File: config.mk
export PLATFORM = sky130hd
export DESIGN_NAME = cpu16_mem_arbiter
export DESIGN_NICKNAME = d
export VERILOG_FILES = /design/src/rtl/cpu16_mem_arbiter.sv
export SDC_FILE = /design/constraint.sdc
export NUM_CORES = 1
export LEC_CHECK = 0
export CELL_PAD_IN_SITES_DETAIL_PLACEMENT = 1
export CELL_PAD_IN_SITES_GLOBAL_PLACEMENT = 1
export CORE_MARGIN = 2
export CORE_UTILIZATION = 14
export DETAILED_ROUTE_END_ITERATION = 6
export HOLD_SLACK_MARGIN = 0.03
export PLACE_DENSITY_LB_ADDON = 0.05
export SLEW_MARGIN = 5
export SYNTH_ARGS = -nofsm -noshare
export SYNTH_HDL_FRONTEND = slang
export SYNTH_SLANG_ARGS = --single-unit
File: constraint.sdc
create_clock -name clk -period 1.7 [get_ports clk]
set_clock_uncertainty 0.15 [all_clocks]
set_input_delay 0.255 -clock clk [delete_from_list [all_inputs] [get_ports clk]]
set_output_delay 0.255 -clock clk [all_outputs]
set_load 0.05 [all_outputs]
File: src/rtl/cpu16_mem_arbiter.sv
// Arbiter for cpu16 fetch, cpu16 data and debug traffic onto sram, vram and the ctrl register.
// Writes and reads each get one combinational grant per cycle. The rdy pulses follow one cycle later.
module cpu16_mem_arbiter #(
  parameter int unsigned INS_MAX_WAIT = 3,
  parameter logic [15:0] UNMAP_DATA   = 16'hEEEE
) (
  input  logic        clk,
  input  logic        reset_n,
  input  logic [15:0] ins_rd_addr,
  input  logic        ins_rd_req,
  output logic        ins_rd_rdy,
  output logic [15:0] ins_rd_data,
  input  logic [15:0] dat_rw_addr,
  input  logic [15:0] dat_wr_data,
  input  logic        dat_rd_req,
  output logic        dat_rd_rdy,
  output logic [15:0] dat_rd_data,
  input  logic        dat_wr_req,
  output logic        dat_wr_rdy,
  input  logic        dbg_we,
  input  logic [15:0] dbg_waddr,
  input  logic [15:0] dbg_wdata,
  output logic [15:0] sram_raddr,
  output logic        sram_re,
  input  logic [15:0] sram_rdata,
  output logic [15:0] sram_waddr,
  output logic [15:0] sram_wdata,
  output logic        sram_we,
  output logic [10:0] vram_waddr,
  output logic [7:0]  vram_wdata,
  output logic        vram_we,
  output logic        cpu_reset
);

  localparam int CW = (INS_MAX_WAIT < 1) ? 1 : $clog2(INS_MAX_WAIT + 1);
  localparam logic [CW-1:0] WAIT_MAX = CW'(INS_MAX_WAIT);

  typedef enum logic [1:0] {REG_SRAM, REG_VRAM, REG_CTRL, REG_UNMAP} region_e;
  typedef enum logic [1:0] {SRC_NONE, SRC_INS, SRC_DAT} src_e;

  function automatic region_e decode(input logic [15:0] addr);
    case (addr[15:12])
      4'h0:    return REG_SRAM;
      4'h8:    return REG_VRAM;
      4'hF:    return REG_CTRL;
      default: return REG_UNMAP;
    endcase
  endfunction

  logic          wr_dbg, wr_cpu, ctrl_we;
  logic [15:0]   wr_addr, wr_data;
  region_e       wr_region;

  logic          ins_valid, dat_valid, ins_gnt, dat_gnt;
  logic [15:0]   rd_addr;
  region_e       rd_region, rd_region_q;
  src_e          rd_src_nxt, rd_src_q;
  logic [CW-1:0] wait_cnt, wait_cnt_nxt;
  logic          wr_rdy_q;
  logic [15:0]   rd_data;

  // Write path. The debug port always wins. A cpu write is ignored while the cpu is held in reset.
  // NOTE: every signal in an always_comb gets a default first, so no path can infer a latch.
  always_comb begin
    wr_dbg    = 1'b0;
    wr_cpu    = 1'b0;
    wr_addr   = dat_rw_addr;
    wr_data   = dat_wr_data;
    if (reset_n) begin
      wr_dbg = dbg_we;
      wr_cpu = !dbg_we && dat_wr_req && !cpu_reset;
    end
    if (wr_dbg) begin
      wr_addr = dbg_waddr;
      wr_data = dbg_wdata;
    end
    wr_region = decode(wr_addr);
    sram_we   = (wr_dbg || wr_cpu) && (wr_region == REG_SRAM);
    vram_we   = (wr_dbg || wr_cpu) && (wr_region == REG_VRAM);
    ctrl_we   = (wr_dbg || wr_cpu) && (wr_region == REG_CTRL);
  end

  assign sram_waddr = wr_addr;
  assign sram_wdata = wr_data;
  assign vram_waddr = wr_addr[10:0];
  assign vram_wdata = wr_data[7:0];

  // Read path. A data read normally wins, but it is blocked while a data write is pending.
  // A fetch that has waited WAIT_MAX cycles takes the port.
  always_comb begin
    ins_valid    = reset_n && ins_rd_req && !cpu_reset;
    dat_valid    = reset_n && dat_rd_req && !dat_wr_req && !cpu_reset;
    ins_gnt      = ins_valid && (!dat_valid || (wait_cnt == WAIT_MAX));
    dat_gnt      = dat_valid && !ins_gnt;
    rd_addr      = ins_gnt ? ins_rd_addr : dat_rw_addr;
    rd_region    = decode(rd_addr);
    sram_re      = (ins_gnt || dat_gnt) && (rd_region == REG_SRAM);
    rd_src_nxt   = SRC_NONE;
    if (ins_gnt)      rd_src_nxt = SRC_INS;
    else if (dat_gnt) rd_src_nxt = SRC_DAT;
    wait_cnt_nxt = '0;
    if (ins_valid && !ins_gnt) wait_cnt_nxt = wait_cnt + 1'b1;
  end

  assign sram_raddr = rd_addr;

  // NOTE: sequential state uses non-blocking assignments only. The async reset clears every flop.
  always_ff @(posedge clk or negedge reset_n) begin
    if (!reset_n) begin
      cpu_reset   <= 1'b0;
      wait_cnt    <= '0;
      rd_src_q    <= SRC_NONE;
      rd_region_q <= REG_UNMAP;
      wr_rdy_q    <= 1'b0;
    end else begin
      if (ctrl_we) cpu_reset <= wr_data[0];
      wait_cnt    <= wait_cnt_nxt;
      rd_src_q    <= rd_src_nxt;
      rd_region_q <= rd_region;
      wr_rdy_q    <= wr_cpu;
    end
  end

  // Read data is steered from the registered region.
  // The ctrl value is the live register, which is 0 whenever a cpu rdy can be seen.
  always_comb begin
    rd_data = UNMAP_DATA;
    case (rd_region_q)
      REG_SRAM: rd_data = sram_rdata;
      REG_CTRL: rd_data = {15'b0, cpu_reset};
      default:  rd_data = UNMAP_DATA;
    endcase
  end

  assign ins_rd_data = rd_data;
  assign dat_rd_data = rd_data;
  assign ins_rd_rdy  = (rd_src_q == SRC_INS) && !cpu_reset;
  assign dat_rd_rdy  = (rd_src_q == SRC_DAT) && !cpu_reset;
  assign dat_wr_rdy  = wr_rdy_q && !cpu_reset;

endmodule

# Word level (Yosys, flattened, before mapping)
# Cells that the tools add are included.
word_totals:
  register_bits: 8
  in_bits: 102
  output_inout_bits: 106
  wordCells: 57
op_classes:
  n_addsub: 1
  eq_ne: 10
  muxes: 11
  n_reduce_logical: 30
ops:
  columns: ["op", "count"]
  rows:
  - ["$mux W16", 3]
  - ["$pmux W16 S2", 1]
  - ["$logic_and A1 B1 Y1", 17]
  - ["$eq A4 B4 Y1 const B", 4]
  - ["$pmux W2 S3", 2]
  - ["$eq A2 B2 Y1 const B", 4]
  - ["$logic_not A4 Y1", 2]
  - ["$logic_not A2 Y1", 3]
  - ["$mux W2", 3]
  - ["$logic_not A1 Y1", 5]
  - ["$eq A2 B1 Y1 const B", 2]
  - ["$logic_or A1 B1 Y1", 3]
  - ["$add A2 B1 Y2 const B", 1]
  - ["$mux W1", 2]

# Longest topological paths before layout
logic_depth:
  ltp_word: 11
  ltp_mapped: 6
  depth_no_buf: 4

# Worst setup path before layout
# OpenSTA, ideal clock, no wires.
synth_path:
  path_kind: "register to output"
  startpoint: "register cpu_reset"
  endpoint: "output port sram_re"
  t_arrival_ns: 2.361
  required_time_ns: 1.295
  slack_ns: -1.066
  path_stages_with_launch: 6
  path_buffers: 1
  path_cell_list: "dfrtp_1 > buf_6 > and2b_2 > o211ai_4 > nor2_2 > a2111oi_2"
synth_via:
  elab_chain_cells: 10
  word_cells_on_any_way: 16
  cone_classes: "2 x eq/ne; 2 x mux; 12 x reduce/logical"
synth_rtl:
  columns: ["item", "line", "rtl"]
  rows:
  - ["start: declaration", "32", "output logic cpu_reset"]
  - ["start signal: assignment", "116", "if (ctrl_we) cpu_reset <= wr_data[0];"]
  - ["$logic_not A1 Y1 (*)", "91, 92", null]
  - ["$logic_and A1 B1 Y1", "92", "dat_valid = reset_n && dat_rd_req && !dat_wr_req && !cpu_reset;"]
  - ["$logic_not A1 Y1", "93", "ins_gnt = ins_valid && (!dat_valid || (wait_cnt == WAIT_MAX));"]
  - ["$logic_or A1 B1 Y1", "93", null]
  - ["$logic_and A1 B1 Y1", "93", null]
  - ["$mux W16", "95", "rd_addr = ins_gnt ? ins_rd_addr : dat_rw_addr;"]
  - ["$eq A4 B4 Y1 or $logic_not A4 Y1 (tied branches)", "42", "case (addr[15:12])"]
  - ["$pmux W2 S3", "42", null]
  - ["$logic_not A2 Y1", "97", "sram_re = (ins_gnt || dat_gnt) && (rd_region == REG_SRAM);"]
  - ["$logic_and A1 B1 Y1 (*)", "97", null]
  - ["end: declaration", "24", "output logic sram_re,"]
# Every way passes the cells marked *; elsewhere a longest branch is shown, timed or not.

# Worst setup path after layout
# Ends and elaborated chain as after synthesis.

==> metrics.md <==
| Metric | Value |
|---|---|
| GR Overflow Total | 0 |
| Final worst-path cycle share | 1.307 |
| Largest net degree at the start of global routing | 12 |
| Final Hold Viols | 0 |
| RSZ-0062 raised after global routing | true |
| Initial antenna violation count | 1 |
| CP bufs+invs | 3 |
| Maximum VDD drop | 0.0002479 V |
| Initial core utilization | 0.1438 |
| Outcome | complete, but fails checks |
| TritonCTS clock tree | done |
| Cell Count, Final, Fillers Out | 530 |
| Total power | 2.814 mW |
| Worst EP required | around 1.3 ns |
| Tot GR Track Use | 0.1363 |
| Worst Setup End Kind | output port |
| Vias in the first global route | around 2.3k |
| Met2 WL | 4804 um |
| Min-Delay Path Class | input port to asynchronous set/reset pin |
| Clk root buf | clkbuf_8 |
| Worst Tran Pin Value | 0.3926 ns |
| Tmin final | 2.222 ns |
| Post-DR vias/cell | between 3 and 4 |
| Sequential-to-total area share from yosys stat | 0.1300 |
| Critical Path Fanout Max | 3 |
| Post-synth top area share | 0.2311 |
| Placer Congestion | 0.7281 |
| Total CTS buffers | 3 |
| Chip Width | 109.5 um |
| Post-Synthesis Cell Area | 1559 um2 |
| Post-Route WL | approximately 8600 um |
| Max-slew headroom | 0.7358 |
| CP delay by family, top | compound AO/OA/AOI/OAI gates |
| Final worst setup slack | -0.5217 ns |
| Post-DP Area | roughly 4300 um2 |
| Top cells by area, synth | mux2_2 23%, buf_4 17%, mux2_4 15% |
| Yosys cell types | 35 |
| Clk sinks | 8 |
| Worst-Skew Late Latency | roughly 0.23 ns |
| Vias | about 2.1k |
| CP max stage cell | a2111oi_4 |
| DR iter-0 viols | 24 |
| Clock tree buffer depth | 2 |
| Nets@finish | 493 |
| H-tree depth | 1 |
| Drt pass-1 iters | 3 |
| Clk slew on worst S/H paths | 0.04 ns |
| Max-slew violations | 0 |
| Residual DRC | 0 |
| CP cell instances | and2b_2, o211ai_4, buf_6, buf_12, a2111oi_4, buf_12 |
| Failing checks | negative setup slack |
| Placed cells | 500 |
| Async S/R FF share, synth | 1.000 |
| Max incr delay on CP | approximately 0.40 ns |
| Leakage power | 2.264 nW |
| Post-Syn Area per Cell | 9.623 um2 |
| Main synth FF type | dfrtp_1 |
| I/O Buffers | 207 |
| Cell accounting for the most synthesized area | mux2_2 |
| Final core occ | 0.4557 |
| Final setup viols | 50 |
| Worst EP arrival | 1.82 ns |
| Final instance area | 4940 um2 |
| DR top layer | met4 |
| WL/cell | 16.26 um |
| Global-route wire length before repair | 12,480 um |
| Core area | 10,840 um2 |
| Antenna Nets Post-Route | 0 |
| Fmax | 0.4501 GHz |
| I/O pin cnt | 208 |
| WS Path Type | register to output port |
| Synth warn | 0 |
| Max_cap viols | 0 |
| Syn-to-layout area delta | 216.9% |
| Hpwl dp | 7049 um |
| Die H | about 110 um |
| # rows | 38 |
| Fin Hold WS | just under 0.4 ns |
| Post-synth EDFFs | 0 |
| Most common cell in the netlist | buf_4 |
| Total Die Area | ~12,000 um2 |
| Met1 wire length | approximately 3000 um |
| Met3 wire length | 779 um |
| Post-synthesis cell count | 162 |
| CP startpoint kind | register |
| Syn_nets | 265 |
| Seq cells post-synth | 8 |
| PwrDens | between 500 and 600 nW/um2 |
| Most used cell along the critical path | buf_12 |
| Synth cell count leaders | 35 x buf_4, 32 x mux2_2, 16 x mux2_4, 12 x a21o_1, 6 x dfrtp_1 |
| Fraction of layout cells with a size suffix above 1 | 0.6632 |
[worst min-delay path, cell delays in order]
cell           delay, ns
buf_6               0.08
buf_6               0.11
buf_4               0.10
dlygate4sd3_1       0.57
[flip-flops by register name (all words and copies together), names as in the netlist]
name,cells
cpu_reset,1
wait_cnt,2
rd_region_q,2
wr_rdy_q,1
rd_src_q,2
[cells in the final DEF, fill, tap and decap left out, types with 3 or more instances in the layout]
master / n
and2_1: 4
nand2b_1: 3
dfrtp_1: 5
nor4_1: 3
mux2_4: 46
buf_16: 3
dlygate4sd2_1: 4
nor2_1: 3
buf_12: 53
clkdlybuf4s50_1: 92
nand4_1: 3
buf_6: 36
a21o_4: 12
buf_4: 71
clkbuf_8: 3
[routing by layer]
metal | vias to the layer above | GRT usage
met4 | 0 | 0.01899
li1 | 1009 | -
met1 | 986 | 0.1454
met3 | 2 | 0.04327
met2 | 98 | 0.2650
met5 | - | 0
[through the flow]
stage                     setup WS (ns)  setup TNS (ns)
final                           -0.5217          -13.25
after detailed placement        -0.6336          -35.82
after global routing            -0.6075          -15.25
after floorplan                 -0.4397          -5.892
after global placement          -0.6204          -35.67
after CTS                       -0.5432          -13.06
[power by group]
part	internal (mW)	leakage (nW)	switching (mW)
Clock	0.163	0.0228	0.0844
Sequential	0.210	0.101	0.0126
Combinational	1.15	2.14	1.19
Total	1.52	2.26	1.29
[what timing repair did]
item / CTS / global route
gates resized for setup: 79 / 22
gates cloned: 3 / 0
setup endpoints to repair: 103 / 61
setup buffers: 18 / 5
pin swaps: 14 / 9
hold buffers: 1 / 0
hold endpoints to repair: 6 / 0
[cell type report]
type	instances	area [um2]
timing repair buffer	266	3103
tap	140	175.2
antenna	1	2.502
clock buffer	4	45.04
sequential	8	203.9
inverter	2	11.26
multi-input combinational	109	1399
fill	1142	5901
[final timing paths]
kind	start	end	slack (ns)	cells after the start
setup / recovery	cpu_reset$_DFFE_PN0P_	sram_re	-0.52	6
setup reg to reg	cpu_reset$_DFFE_PN0P_	cpu_reset$_DFFE_PN0P_	-0.19	6
hold reg to reg	wait_cnt[0]$_DFF_PN0_	wait_cnt[0]$_DFF_PN0_	0.42	2
hold / removal	reset_n	cpu_reset$_DFFE_PN0P_	0.40	4
max in group asynchronous	reset_n	rd_region_q[1]$_DFF_PN1_	0.63	5
min in group clk	dat_rw_addr[14]	rd_region_q[0]$_DFF_PN1_	0.40	4
[cell families after synthesis]
logic type / Yosys count / synth area share
DFF: 8 / 0.1300
buffers and inverters: 45 / 0.2095
muxes: 49 / 0.3917
AOI/OAI and AO/OA: 20 / 0.1116
adders and majority gates: 1 / 0.008024
and+or+nand+nor: 39 / 0.1493
Power figures use the tool's default switching activity.
